### config.mk
export PLATFORM = sky130hd
export DESIGN_NAME = osc_freq_meter
export DESIGN_NICKNAME = d
export VERILOG_FILES = /design/src/rtl/osc_meter_pkg.sv /design/src/rtl/sync_edge_det.sv /design/src/rtl/osc_freq_meter.sv
export SDC_FILE = /design/constraint.sdc
export NUM_CORES = 1
export LEC_CHECK = 0
export BUFFER_PORTS_ARGS = -buffer_cell sky130_fd_sc_hd__buf_2
export CAP_MARGIN = 0
export CORE_MARGIN = 2
export CORE_UTILIZATION = 25
export CTS_CLUSTER_DIAMETER = 40
export DETAILED_ROUTE_END_ITERATION = 10
export GPL_ROUTABILITY_DRIVEN = 0
export PLACE_DENSITY_LB_ADDON = 0.25
export SLEW_MARGIN = 20
export SYNTH_ARGS = -nofsm -noshare
export SYNTH_HDL_FRONTEND = slang
export SYNTH_SLANG_ARGS = --single-unit
### constraint.sdc
create_clock -name clk -period 3.2 [get_ports clk]
set_input_delay 0.32 -clock clk [delete_from_list [all_inputs] [get_ports clk]]
set_output_delay 0.32 -clock clk [all_outputs]
set_load 0.02 [all_outputs]
### src/rtl/osc_meter_pkg.sv
// Shared types and defaults for the oscillator frequency meter.
package osc_meter_pkg;

  typedef enum logic [1:0] {
    WARMUP = 2'd0,
    IDLE   = 2'd1,
    GATE   = 2'd2,
    DONE   = 2'd3
  } meter_state_t;

  // 1 s gate at a 2.08 MHz system clock
  localparam int GATE_CYCLES_DEF = 2080000;
  localparam int SYNC_STAGES_DEF = 2;

endpackage

### src/rtl/sync_edge_det.sv
// Input synchronizer plus registered rising-edge detector.
// A sig rise reaches `rise` SYNC_STAGES+1 cycles later as a one-cycle pulse.
module sync_edge_det #(
  parameter int SYNC_STAGES = 2
) (
  input  logic clk,
  input  logic rst_n,
  input  logic d_async,
  output logic rise
);

  logic [SYNC_STAGES-1:0] r_sync;
  logic                   r_prev;
  logic                   r_rise;

  // sync chain shifts toward the MSB; prev and rise are registered behind it
  always_ff @(posedge clk or negedge rst_n) begin
    if (!rst_n) begin
      r_sync <= '0;
      r_prev <= 1'b0;
      r_rise <= 1'b0;
    end else begin
      r_sync <= {r_sync[SYNC_STAGES-2:0], d_async};
      r_prev <= r_sync[SYNC_STAGES-1];
      r_rise <= r_sync[SYNC_STAGES-1] & ~r_prev;
    end
  end

  assign rise = r_rise;

endmodule

### src/rtl/osc_freq_meter.sv
// Gated edge counter: counts sig_in rising edges over GATE_CYCLES clk cycles.
module osc_freq_meter
  import osc_meter_pkg::*;
#(
  parameter int GATE_CYCLES = GATE_CYCLES_DEF,
  parameter int CNT_W       = 24,
  parameter int SYNC_STAGES = SYNC_STAGES_DEF
) (
  input  logic             clk,
  input  logic             rst_n,
  input  logic             sig_in,
  input  logic             start,
  input  logic             continuous,
  output logic [CNT_W-1:0] count,
  output logic             valid,
  output logic             overflow,
  output logic             busy
);

  localparam int TMR_W = (GATE_CYCLES > 1) ? $clog2(GATE_CYCLES) : 1;
  localparam int WU_W  = $clog2(SYNC_STAGES + 2);
  localparam logic [TMR_W-1:0] TMR_LAST = TMR_W'(GATE_CYCLES - 1);
  localparam logic [WU_W-1:0]  WU_LAST  = WU_W'(SYNC_STAGES);

  meter_state_t     r_state, w_state_nxt;
  logic [WU_W-1:0]  r_wu;
  logic [TMR_W-1:0] r_timer;
  logic [CNT_W-1:0] r_ecnt, w_ecnt_nxt;
  logic             r_ovf, w_ovf_nxt;
  logic [CNT_W-1:0] r_count;
  logic             r_valid;
  logic             r_overflow;
  logic             w_rise;
  logic             w_clr;
  logic             w_last;
  logic             w_inc;

  sync_edge_det #(
    .SYNC_STAGES (SYNC_STAGES)
  ) u_sync (
    .clk     (clk),
    .rst_n   (rst_n),
    .d_async (sig_in),
    .rise    (w_rise)
  );

  // Saturating edge count including this cycle's pulse; the last gate cycle's
  // edge is folded in here so the latched result can appear during DONE.
  always_comb begin
    w_inc      = w_rise && (r_state == GATE);
    w_ecnt_nxt = r_ecnt;
    if (w_inc && !(&r_ecnt)) w_ecnt_nxt = r_ecnt + CNT_W'(1);
    w_ovf_nxt  = r_ovf | (w_inc & (&w_ecnt_nxt));
  end

  // Next-state logic; clr restarts a gate, last marks the final gate cycle
  always_comb begin
    w_state_nxt = r_state;
    w_clr       = 1'b0;
    w_last      = 1'b0;
    case (r_state)
      WARMUP: if (r_wu == WU_LAST) w_state_nxt = IDLE;
      IDLE: begin
        if (start || continuous) begin
          w_state_nxt = GATE;
          w_clr       = 1'b1;
        end
      end
      GATE: begin
        if (r_timer == TMR_LAST) begin
          w_state_nxt = DONE;
          w_last      = 1'b1;
        end
      end
      DONE: begin
        if (continuous) begin
          w_state_nxt = GATE;
          w_clr       = 1'b1;
        end else begin
          w_state_nxt = IDLE;
        end
      end
      default: w_state_nxt = WARMUP;
    endcase
  end

  // State, warm-up counter, gate timer and edge counter
  always_ff @(posedge clk or negedge rst_n) begin
    if (!rst_n) begin
      r_state <= WARMUP;
      r_wu    <= '0;
      r_timer <= '0;
      r_ecnt  <= '0;
      r_ovf   <= 1'b0;
    end else begin
      r_state <= w_state_nxt;
      if (r_state == WARMUP) r_wu <= r_wu + WU_W'(1);
      if (w_clr) begin
        r_timer <= '0;
        r_ecnt  <= '0;
        r_ovf   <= 1'b0;
      end else if (r_state == GATE) begin
        r_timer <= r_timer + TMR_W'(1);
        r_ecnt  <= w_ecnt_nxt;
        r_ovf   <= w_ovf_nxt;
      end
    end
  end

  // Result registers load on the last gate cycle so they are visible in DONE
  always_ff @(posedge clk or negedge rst_n) begin
    if (!rst_n) begin
      r_count    <= '0;
      r_valid    <= 1'b0;
      r_overflow <= 1'b0;
    end else begin
      r_valid <= w_last;
      if (w_last) begin
        r_count    <= w_ecnt_nxt;
        r_overflow <= w_ovf_nxt;
      end
    end
  end

  assign count    = r_count;
  assign valid    = r_valid;
  assign overflow = r_overflow;
  assign busy     = (r_state != IDLE);

endmodule

### Yosys cells after proc, flatten, opt, wreduce, memory -nomap -nowiden

Index checks and enable logic that the tools add are counted.
W data, S select, Z words.

* logic and storage cells: 53
* register bits: 80
* output and inout port bits: 27

* $add $sub $neg: 3
* bitwise logic cells: 4
* equal/unequal tests: 9
* reduce and logical (&&, ||, !) cells: 9
* muxes and demuxes: 17

Operators by type and width (number)
* $mux W24: 3
* $reduce_and A24 Y1: 2
* $mux W21: 2
* $add A24 B1 Y24 const B: 1
* $add A21 B1 Y21 const B: 1
* $eq A21 B21 Y1 const B: 1
* $mux W2: 4
* $pmux W2 S4: 1
* $eq A2 B2 Y1 const B: 3
* $mux W1: 6
* $ne A2 B1 Y1 const B: 2
* $ne A2 B2 Y1 const B: 2
* $reduce_and A3 Y1: 1
* $add A2 B1 Y2 const B: 1
* $and A1 B1 Y1: 2
* $eq A2 B1 Y1 const B: 1
* $logic_and A1 B1 Y1: 2
* $logic_not A2 Y1: 1
* $pmux W1 S2: 1
* $reduce_bool A2 Y1: 1
* $logic_not A1 Y1: 1
* $logic_or A1 B1 Y1: 1
* $not A1 Y1: 1
* $or A1 B1 Y1: 1

### Depth between registers and ports, before layout

Gate-level depths: netlist of the first run.

* depth after elaboration: 9
* depth in mapped cells: 10
* depth with buffers taken out: 8

### Hierarchy

A second synthesis of the first run with hierarchy kept.

* cells, all modules: 439
* area, all modules: 4101.4 um^2

By module, submodules not included
* osc_freq_meter: instances 1, seq. area each 1901.8 um^2, area an instance 3987.6 um^2, cells each 434
* sync_edge_det: instances 1, seq. area each 100.1 um^2, area an instance 113.9 um^2, cells each 5

### Worst setup path before layout of the first run

Ideal clock, no wire load.

* path type: flip-flop to flip-flop
* start point: register r_ecnt[1]
* end point: register r_overflow, in the netlist overflow
* required time: 3.121 ns
* arrival time: 2.422 ns
* cell stages (with the launch flop): 10
* path slack: 0.699 ns
* cell sequence: dfrtp_1 ha_1 buf_2 and3_2 nand4_4 or4_1 nor4b_1 o221a_2 nand4_1 a2bb2oi_1

* cells in the longest elaborated chain, start to end: 7
* elaborated cells on any way between the ends: 8
* classes of those cells: add/sub (1); mux (1); bitwise (2); reduce/logical (4)

Ends and longest elaborated chain
* start, declared: RTL line osc_freq_meter.sv:28 `logic [CNT_W-1:0] r_ecnt, w_ecnt_nxt;`
* start signal, assigned: RTL line osc_freq_meter.sv:104 `r_ecnt <= w_ecnt_nxt;`
* branches (longest 3 deep; another with $add A24 B1 Y24)
* $mux W24 (*): RTL line osc_freq_meter.sv:52 `if (w_inc && !(&r_ecnt)) w_ecnt_nxt = r_ecnt + CNT_W'(1);`
* $reduce_and A24 Y1 (*): RTL line osc_freq_meter.sv:53 `w_ovf_nxt = r_ovf | (w_inc & (&w_ecnt_nxt));`
* $and A1 B1 Y1 (*): RTL line osc_freq_meter.sv:53
* $or A1 B1 Y1 (*): RTL line osc_freq_meter.sv:53
* end signal, assigned: RTL line osc_freq_meter.sv:120 `r_overflow <= w_ovf_nxt;`
* end, declared: RTL line osc_freq_meter.sv:32 `logic r_overflow;`

Every way passes the cells marked *.
A chain may end at the register's enable or synchronous reset.

### Worst setup path after layout of the first run

* start point: register r_ecnt[0]
* end point: register r_overflow, in the netlist overflow

Same word-level chain as after synthesis.

==> impl_metrics.env, run 1 <==
export IMPL_first_pass_iters=5
export IMPL_critPathMaxFanout=12
export IMPL_synth_edf_count=0
export IMPL_final_layout_size_suffix_gt1_share_pct=16.8
export IMPL_power_density_nw_per_um2=558
export IMPL_die_w_um=134
export IMPL_critPathLaunchType="flip-flop"
export IMPL_fin_skew_ns=0.00851
export IMPL_area_growth_pct=16.2
export IMPL_io_pins=32
export IMPL_cts_max_path_buffers=2
export IMPL_start_util_pct=25.5
export IMPL_cts_buffers=9
export IMPL_final_hold_viol_count=2
export IMPL_grt_overflow_total=0
export IMPL_yosysTopAreaCell="dfrtp_1"
export IMPL_final_antenna_net_count=0
export IMPL_ys_seq_area_share_pct=47.5
export IMPL_worstSkewPairLatency_ns=0.35
export IMPL_grt_max_degree=81
export IMPL_grt_pass1_vias=3234
export IMPL_cp_data_arrival_time_ns=3.20
export IMPL_grt_pass1_wl_mm=17.5
export IMPL_p_leak_nw=2.10
export IMPL_clockRootBuffer="clkbuf_16"
export IMPL_rsz0062_at_grt="false"
export IMPL_ys_seq_elements=80
export IMPL_synth_top_area_share_pct=47.5
export IMPL_row_count=47
export IMPL_max_slew_margin_pct=49.8
export IMPL_drv_slew=0
export IMPL_max_cap_viol_count=0
export IMPL_vias=3360
export IMPL_synth_most_common_cell="dfrtp_1"
export IMPL_holdBufCountCts=0
export IMPL_ctsResizeCount=0
export IMPL_pre_cts_ws_ns=0.213
export IMPL_totalWireLength_mm=10.5
export IMPL_violations="hold timing"
export IMPL_grt_usage_pct=12.6
export IMPL_p_total_mw=2.73
export IMPL_dp_hpwl_mm=7.35
export IMPL_cts_sinks=80
export IMPL_timing_final_crit_share_pct=91.6
export IMPL_portBuffers=31
export IMPL_netlist_top_cells_count="dfrtp_1 (80), nand2_1 (57), o21ai_0 (45)"
export IMPL_synth_avg_cell_area_um2=9.57
export IMPL_cts_setup_buffers=0
export IMPL_placed_area_um2=4590
export IMPL_synth_top_cells_by_area="dfrtp_1 (48%), o21ai_0 (5.3%), nand2_1 (5.1%)"
export IMPL_status="complete, but fails checks"
export IMPL_cp_required_ns=3.47
export IMPL_cts_reportedPaths_clkPinSlew_ns=0.06
export IMPL_viasPerCell=4.83
export IMPL_min_path_type="in -> async"
export IMPL_wl_per_cell_um=15.1
export IMPL_path_class="reg -> reg"
export IMPL_die_area_um2=17900
export IMPL_vdd_ir_drop_max_mv=0.273
export IMPL_tightest_slew_ns=0.753
export IMPL_fin_crit_ns=2.93
export IMPL_syn_nets=448
export IMPL_ys_types=61
export IMPL_antenna_cells=0
export IMPL_synth_cells=440
export IMPL_ys_warn_count=0
export IMPL_final_area_um2=4890
export IMPL_drc=0
export IMPL_cts_htree_levels=3
export IMPL_max_freq_mhz=341
export IMPL_die_h_um=134
export IMPL_synth_area_um2=4210
export IMPL_cts_tree="yes"
export IMPL_nets=478
export IMPL_critPathCaptureType="flip-flop"
export IMPL_ff_latch_area_um2=2000
export IMPL_setup_violations=0
export IMPL_tns_ns=0
export IMPL_fin_hold_ws_ns=-0.00789
export IMPL_core_um2=16500
export IMPL_postSynth_asyncResetShare_pct=100
export IMPL_synth_flop_cell="dfrtp_1"
export IMPL_drt_iter0_markers=367
export IMPL_multi_input_area_um2=2020
export IMPL_setup_slack_ns=0.270
export IMPL_antenna_found_initial=0
export IMPL_fillCellCount=1751
## layout by cell type, fill, tap and decap left out, types with 8 or more instances in the layout
| cell type | instances |
|---|---|
| buf_2 | 30 |
| nand2_1 | 57 |
| xnor2_1 | 15 |
| nand3_1 | 21 |
| dfrtp_1 | 80 |
| nor2_1 | 36 |
| xor2_1 | 20 |
| nand4_1 | 19 |
| buf_4 | 13 |
| clkbuf_16 | 9 |
| nor4_1 | 8 |
| a21oi_1 | 14 |
| mux2i_1 | 13 |
| o21ai_0 | 45 |
| inv_1 | 9 |
## cell families after synthesis
group	synth area share [%]
and+or+nand+nor	23.8
AOI/OAI and AO/OA	12.1
DFF	47.5
xor gates and xnor gates	7.28
buffers and inverters	4.46
muxes	3.89
adders and majority gates	0.892
## flip-flops by register name, summed over array words and instances (netlist names)
register / flops
valid: 1
r_ovf: 1
r_wu: 2
count: 24
u_sync.r_sync: 2
r_ecnt: 24
overflow: 1
r_state: 2
r_timer: 21
u_sync.rise: 1
u_sync.r_prev: 1
## per-stage QoR
step | utilization, % | instances
2_1_floorplan | - | 440
3_3_place_gp | 27.8 | 679
3_5_place_dp | 27.8 | 679
4_1_cts | 29.6 | 695
5_1_grt | 29.6 | 695
6_report | 29.6 | 695
## layer usage
metal	global-route usage [%]	part of all wire (%)	vias up	wire length (µm)
li1	-	-	1635	-
met1	17.3	46	1603	4840
met2	18.4	45	96	4740
met3	4.12	5.8	26	612
met4	4.91	2.7	0	280
met5	0	0	-	0
## report_power, final
part / switching [mW] / internal [mW]
Combinational: 0.346 / 0.165
Sequential: 0.104 / 1.08
Clock: 0.430 / 0.603
Total: 0.880 / 1.85
## final cells by class
| class | count | area share (%) |
|---|---|---|
| inverter | 9 | 0.691 |
| clock inverter | 7 | 1.48 |
| sequential | 80 | 40.9 |
| multi-input combinational | 326 | 41.4 |
| tap | 220 | 5.63 |
| clock buffer | 9 | 4.60 |
| timing repair buffer | 44 | 5.30 |
## worst paths after layout
kind	cells after the start	slack, ns	from	end
worst max-delay path	8	0.27	r_ecnt[0]	overflow
worst min-delay path	1	-0.008	rst_n	r_wu[0]
worst max register to register	8	0.27	r_ecnt[0]	overflow
worst min register to register	0	0.35	u_sync.r_sync[0]	u_sync.r_sync[1]
max in group asynchronous	1	2.67	rst_n	r_ecnt[20]
min in group clk	1	0.07	sig_in	u_sync.r_sync[0]
## critical path, stage by stage, from the launching register on
cell and delay (ns):
dfrtp_1 0.55, ha_2 0.37, and3_2 0.26, nand4_4 0.16, or4_1 0.66, nor4b_1 0.33, o221a_2 0.24, nand4_1 0.11
a2bb2oi_1 0.18
No activity file was read; power rests on OpenSTA's default activity.
==> run 2: changes to the inputs <==
--- a/config.mk
+++ b/config.mk
@@ -12,6 +12,7 @@
 export CTS_CLUSTER_DIAMETER = 40
 export DETAILED_ROUTE_END_ITERATION = 10
 export GPL_ROUTABILITY_DRIVEN = 0
+export GPL_TIMING_DRIVEN = 0
 export PLACE_DENSITY_LB_ADDON = 0.25
 export SLEW_MARGIN = 20
 export SYNTH_ARGS = -nofsm -noshare
==> run 2 against run 1 <==
The flow now finishes without violations. Critical path depth up 1. Sequential power about the same. Register-to-register slack got worse by 0.08 ns. Flip-flop and latch count unchanged. Clock skew decreased by 0.0017 ns. Critical path type unchanged. Critical endpoint unchanged.
==> impl_metrics.env, run 2 (synthesis gave the netlist of run 1 again) <==
export IMPL_max_cap_viol_count=0
export IMPL_antenna_found_initial=0
export IMPL_hold_path_depth=1
export IMPL_status="finished, final reports clean"
export IMPL_critPathLaunchType="flip-flop"
export IMPL_min_path_type="in -> reg"
export IMPL_viasPerCell=4.83
export IMPL_die_h_um=134
export IMPL_mostFrequentLayoutCell="dfrtp_1"
export IMPL_cts_reportedPaths_clkPinSlew_ns=0.06
export IMPL_fin_skew_ns=0.00683
export IMPL_cts_sinks=80
export IMPL_totalWireLength_mm=11.1
export IMPL_io_pins=32
export IMPL_grt_pass1_wl_mm=18.6
export IMPL_wl_per_cell_um=15.7
export IMPL_die_w_um=134
export IMPL_cts_buffers=9
export IMPL_dp_hpwl_mm=8.14
export IMPL_power_share_switching_pct=32.1
export IMPL_cp_data_arrival_time_ns=3.28
export IMPL_critPathMaxFanout=10
export IMPL_cts_setup_buffers=0
export IMPL_portBuffers=31
export IMPL_final_antenna_net_count=0
export IMPL_vdd_ir_drop_max_mv=0.271
export IMPL_worst_path_buf_inv=1
export IMPL_final_layout_size_suffix_gt1_share_pct=15.5
export IMPL_min_from="sig_in"
export IMPL_grt_usage_pct=13.4
export IMPL_grt_pass1_vias=3530
export IMPL_crit_slowest_cell="a21oi_1"
export IMPL_cts_tree="yes"
export IMPL_max_freq_mhz=332
export IMPL_r2r_slack_ns=0.19
export IMPL_rr_startpoint="r_ecnt[1]"
export IMPL_dr_wl_met2_mm=5.40
export IMPL_setup_violations=0
export IMPL_tns_ns=0
export IMPL_clkPwrFrac_pct=37.6
export IMPL_reg2reg_depth=9
export IMPL_holdPathEnd="u_sync.r_sync[0]"
export IMPL_grt_max_degree=45
export IMPL_nets=492
export IMPL_final_cell_mix="dfrtp_1 (80), nand2_1 (57), o21ai_0 (45), nor2_1 (36), buf_2 (34)"
export IMPL_cp_cell_sequence="ha_1 -> buf_2 -> and3_2 -> and4_1 -> a21oi_1 -> o2111ai_1 -> a221oi_1 -> nand4_1 -> a2bb2oi_1"
export IMPL_antenna_cells=0
export IMPL_row_count=47
export IMPL_timing_final_crit_share_pct=94.1
export IMPL_drv_slew=0
export IMPL_cpPeakStageDelay_ns=0.61
export IMPL_fillCellCount=1751
export IMPL_max_slew_margin_pct=41.2
export IMPL_p_seq_share_pct=43.1
export IMPL_power_density_nw_per_um2=545
export IMPL_path_class="reg -> reg"
export IMPL_vias=3421
export IMPL_rr_endpoint="overflow"
export IMPL_pwr_share_comb_pct=19.2
export IMPL_clockRootBuffer="clkbuf_16"
export IMPL_core_um2=16500
export IMPL_rsz0062_at_grt="false"
export IMPL_grt_overflow_total=0
export IMPL_start_util_pct=25.5
export IMPL_final_hold_viol_count=0
export IMPL_crit_family="compound AO/OA/AOI/OAI gates"
export IMPL_fin_hold_ws_ns=0.0759
export IMPL_critPathCaptureType="flip-flop"
export IMPL_wl_met3_um=474
export IMPL_area_growth_pct=18.0
export IMPL_drc=0
export IMPL_cts_htree_levels=3
export IMPL_cts_max_path_buffers=2
export IMPL_p_leak_nw=2.13
export IMPL_top_layer="met4"
export IMPL_die_area_um2=17900
export IMPL_cp_required_ns=3.47
export IMPL_worstSkewPairLatency_ns=0.35
export IMPL_first_pass_iters=5
export IMPL_wl_met1_mm=4.98
export IMPL_internal_power_mw=1.84
export IMPL_tightest_slew_ns=0.874
export IMPL_switchingPower_uw=870
export IMPL_drt_iter0_markers=214
export IMPL_fin_crit_ns=3.01
[run 2: cell types whose count changed in the layout (fill, tap and decap cells not counted), moves of 2 or more]
cell and delta:
buf_4 -10, clkinv_4 -2, buf_2 +4, clkbuf_1 +16
[run 2: final cells by class]
| class | instances | area, µm² | share of cell area, % |
|---|---|---|---|
| clock inverters | 5 | 57.6 | 1.16 |
| multi-input cells | 326 | 2030 | 40.8 |
| well taps | 220 | 275 | 5.54 |
| clock buffers | 11 | 233 | 4.68 |
| inverters | 9 | 33.8 | 0.680 |
| plain buffers | 25 | 154 | 3.10 |
| flip-flops and latches | 80 | 2000 | 40.3 |
| repair buffers | 33 | 188 | 3.78 |
[run 2: worst max-delay path by stage]
stage	startpoint	end	slack (ns)	depth (start not counted)
2_1_floorplan	r_ecnt[1]	overflow	0.70	9
3_3_place_gp	r_ecnt[1]	overflow	0.23	9
3_5_place_dp	r_ecnt[1]	overflow	0.22	9
4_1_cts	r_ecnt[1]	overflow	0.19	9
5_1_grt	r_ecnt[1]	overflow	0.009	9
6_report	r_ecnt[1]	overflow	0.19	9
[run 2: per-layer routing]
layer	up-vias	global-route usage, %
met2	78	22.0
li1	1656	-
met3	22	3.63
met5	-	0
met4	0	5.32
met1	1665	16.8
[run 2: power by group through the flow]
stage | registers [mW] | clock network [mW] | logic [mW]
global placement | 1.18 | 0 | 0.516
CTS | 1.17 | 1.05 | 0.536
detailed placement | 1.18 | 0 | 0.534
floorplan | 1.16 | 0 | 0.338
global route | 1.18 | 1.09 | 0.602
finish | 1.17 | 1.02 | 0.521
[run 2: stage by stage]
step | area [µm²] | util (%) | std cells | total power, mW | worst slack, ns
final | 4970 | 30.1 | 709 | 2.71 | 0.188
after global placement | 4640 | 28.1 | 691 | 1.70 | 0.235
after global routing | 4970 | 30.1 | 709 | 2.87 | 0.00899
after CTS | 4960 | 30.0 | 709 | 2.76 | 0.190
after floorplan | 4210 | - | 440 | 1.50 | 0.699
after detailed placement | 4660 | 28.2 | 692 | 1.72 | 0.220
[run 2: repair_timing]
item | in CTS | in global routing
hold buffers | 1 | 0
setup endpoints to repair | 0 | 1
hold endpoints to repair | 22 | 0
gates resized for setup | 0 | 1
==> run 3: changes to the inputs <==
--- a/config.mk
+++ b/config.mk
@@ -7,6 +7,7 @@
 export LEC_CHECK = 0
 export BUFFER_PORTS_ARGS = -buffer_cell sky130_fd_sc_hd__buf_2
 export CAP_MARGIN = 0
+export CORE_ASPECT_RATIO = 1.75
 export CORE_MARGIN = 2
 export CORE_UTILIZATION = 25
 export CTS_CLUSTER_DIAMETER = 40
@@ -14,6 +15,7 @@
 export GPL_ROUTABILITY_DRIVEN = 0
 export GPL_TIMING_DRIVEN = 0
 export PLACE_DENSITY_LB_ADDON = 0.25
+export RECOVER_POWER = 100
 export SLEW_MARGIN = 20
 export SYNTH_ARGS = -nofsm -noshare
 export SYNTH_HDL_FRONTEND = slang
==> run 3 against run 2 <==
The flow now finishes with violations (capacitance limit, slew limit). First-iteration DRC count shrank 9.8%. Critical path depth is the same. Utilization grew 0.24 points. Wire length grew 7.2%. Power grew 7.5%. Final cell count grew 0.42%. Critical path type unchanged. Critical endpoint unchanged. Highest routed layer unchanged.
==> impl_metrics.env, run 3 (synthesis gave the netlist of run 1 again) <==
export IMPL_fillCellCount=1782
export IMPL_cts_tree="yes"
export IMPL_rr_startpoint="r_ecnt[1]"
export IMPL_cts_setup_buffers=0
export IMPL_grt_usage_pct=14.1
export IMPL_tns_ns=0
export IMPL_power_share_switching_pct=31.3
export IMPL_cts_max_path_buffers=2
export IMPL_die_w_um=102
export IMPL_cp_cell_sequence="ha_1 -> buf_2 -> and3_2 -> and2_1 -> nand3_1 -> or4_2 -> a221oi_1 -> nand4_1 -> a2bb2oi_1"
export IMPL_max_freq_mhz=328
export IMPL_drc=0
export IMPL_cts_sinks=80
export IMPL_setup_violations=0
export IMPL_timing_final_crit_share_pct=95.3
export IMPL_nets=491
export IMPL_row_count=62
export IMPL_io_pins=32
export IMPL_cts_buffers=9
export IMPL_final_antenna_net_count=0
export IMPL_path_depth=9
export IMPL_final_cell_mix="dfrtp_1 (80), nand2_1 (57), o21ai_0 (45), clkbuf_1 (43), nor2_1 (36)"
export IMPL_totalWireLength_mm=11.9
export IMPL_fin_hold_ws_ns=0.0732
export IMPL_final_layout_size_suffix_gt1_share_pct=10.2
export IMPL_grt_pass1_wl_mm=19.1
export IMPL_worstSkewPairLatency_ns=0.35
export IMPL_core_um2=16400
export IMPL_vias=3507
export IMPL_first_pass_iters=5
export IMPL_power_density_nw_per_um2=584
export IMPL_tightest_slew_ns=2.66
export IMPL_crit_family="simple AND/OR/NAND/NOR gates"
export IMPL_grt_pass1_vias=3498
export IMPL_switchingPower_uw=911
export IMPL_violations="capacitance limit, slew limit"
export IMPL_portBuffers=31
export IMPL_internal_power_mw=2.00
export IMPL_final_hold_viol_count=0
export IMPL_antenna_cells=0
export IMPL_rsz0062_at_grt="false"
export IMPL_multi_input_area_um2=2030
export IMPL_crit_slowest_cell="or4_2"
export IMPL_ff_latch_area_um2=2000
export IMPL_reg2reg_depth=9
export IMPL_fin_crit_ns=3.05
export IMPL_critPathCaptureType="flip-flop"
export IMPL_grt_overflow_total=0
export IMPL_p_leak_nw=2.03
export IMPL_fin_skew_ns=0.0125
export IMPL_path_class="reg -> reg"
export IMPL_cpPeakStageDelay_ns=0.59
export IMPL_clkPwrFrac_pct=41.6
export IMPL_wl_per_cell_um=16.8
export IMPL_min_path_type="in -> reg"
export IMPL_status="complete, but fails checks"
export IMPL_max_slew_margin_pct=-77.2
export IMPL_die_area_um2=17900
export IMPL_critPathMaxFanout=10
export IMPL_cts_htree_levels=3
export IMPL_max_cap_viol_count=1
export IMPL_cp_required_ns=3.46
export IMPL_antenna_found_initial=0
export IMPL_drv_slew=46
export IMPL_ctsResizeCount=0
export IMPL_cp_data_arrival_time_ns=3.31
export IMPL_drt_iter0_markers=193
export IMPL_area_growth_pct=18.4
export IMPL_critPathLaunchType="flip-flop"
export IMPL_min_from="sig_in"
export IMPL_p_seq_share_pct=40.3
export IMPL_pwr_share_comb_pct=18.1
export IMPL_crit_path_start="r_ecnt[1]"
export IMPL_worst_path_buf_inv=1
export IMPL_clockRootBuffer="clkbuf_16"
export IMPL_hold_path_depth=1
export IMPL_cts_reportedPaths_clkPinSlew_ns=0.07
export IMPL_mostFrequentLayoutCell="dfrtp_1"
export IMPL_grt_max_degree=47
export IMPL_dp_hpwl_mm=8.92
export IMPL_viasPerCell=4.93
export IMPL_die_h_um=176
export IMPL_holdBufCountCts=0
export IMPL_vdd_ir_drop_max_mv=0.212
export IMPL_start_util_pct=25.6
-- run 3: cell types whose count changed in the layout (fill, tap and decap cells not counted), sizes merged --
| cell | change |
|---|---|
| clkinv | -1 |
| buf | -28 |
| dlygate4sd3 | -1 |
| inv | +2 |
| bufinv | +2 |
| clkinvlp | -2 |
| clkbuf | +27 |
-- run 3: per-layer routing --
metal / global-route usage, % / vias to the layer above / wire, µm
li1: - / 1657 / -
met4: 7.56 / 0 / 385
met2: 26.1 / 86 / 6770
met5: 0 / - / 0
met3: 2.03 / 24 / 354
met1: 14.8 / 1740 / 4410
-- run 3: metrics by stage --
| step | setup WS [ns] | power [mW] | cell area [µm²] | util, % | std cells |
|---|---|---|---|---|---|
| floorplan | 0.699 | 1.50 | 4210 | - | 440 |
| global placement | 0.0884 | 1.71 | 4650 | 28.2 | 695 |
| detailed placement | 0.0720 | 1.73 | 4670 | 28.4 | 696 |
| CTS | 0.0504 | 2.94 | 5010 | 30.5 | 712 |
| global route | 0.0247 | 3.04 | 4980 | 30.3 | 712 |
| finish | 0.151 | 2.91 | 4980 | 30.3 | 712 |
-- run 3: area by class of cell --
class	count	share of cell area (%)
clock buffer	10	4.59
sequential	80	40.2
inverter	9	0.678
buffer	25	3.09
multi-input combinational	326	40.7
timing repair buffer	32	2.81
tap	224	5.62
clock inverter	6	2.31
-- run 3: power by group through the flow --
stage,Combinational [mW],Clock (mW),Sequential (mW)
after floorplan,0.338,0,1.16
after global placement,0.517,0,1.19
after detailed placement,0.535,0,1.19
after CTS,0.535,1.23,1.17
after global routing,0.580,1.28,1.18
final,0.525,1.21,1.17
-- run 3: worst paths after layout --
kind,slack (ns),end
worst max-delay path,0.15,overflow
worst min-delay path,0.07,u_sync.r_sync[0]
worst max register to register,0.15,overflow
worst min register to register,0.35,u_sync.r_sync[1]
max in group asynchronous,0.88,r_ecnt[20]
min in group asynchronous,0.80,u_sync.r_sync[0]
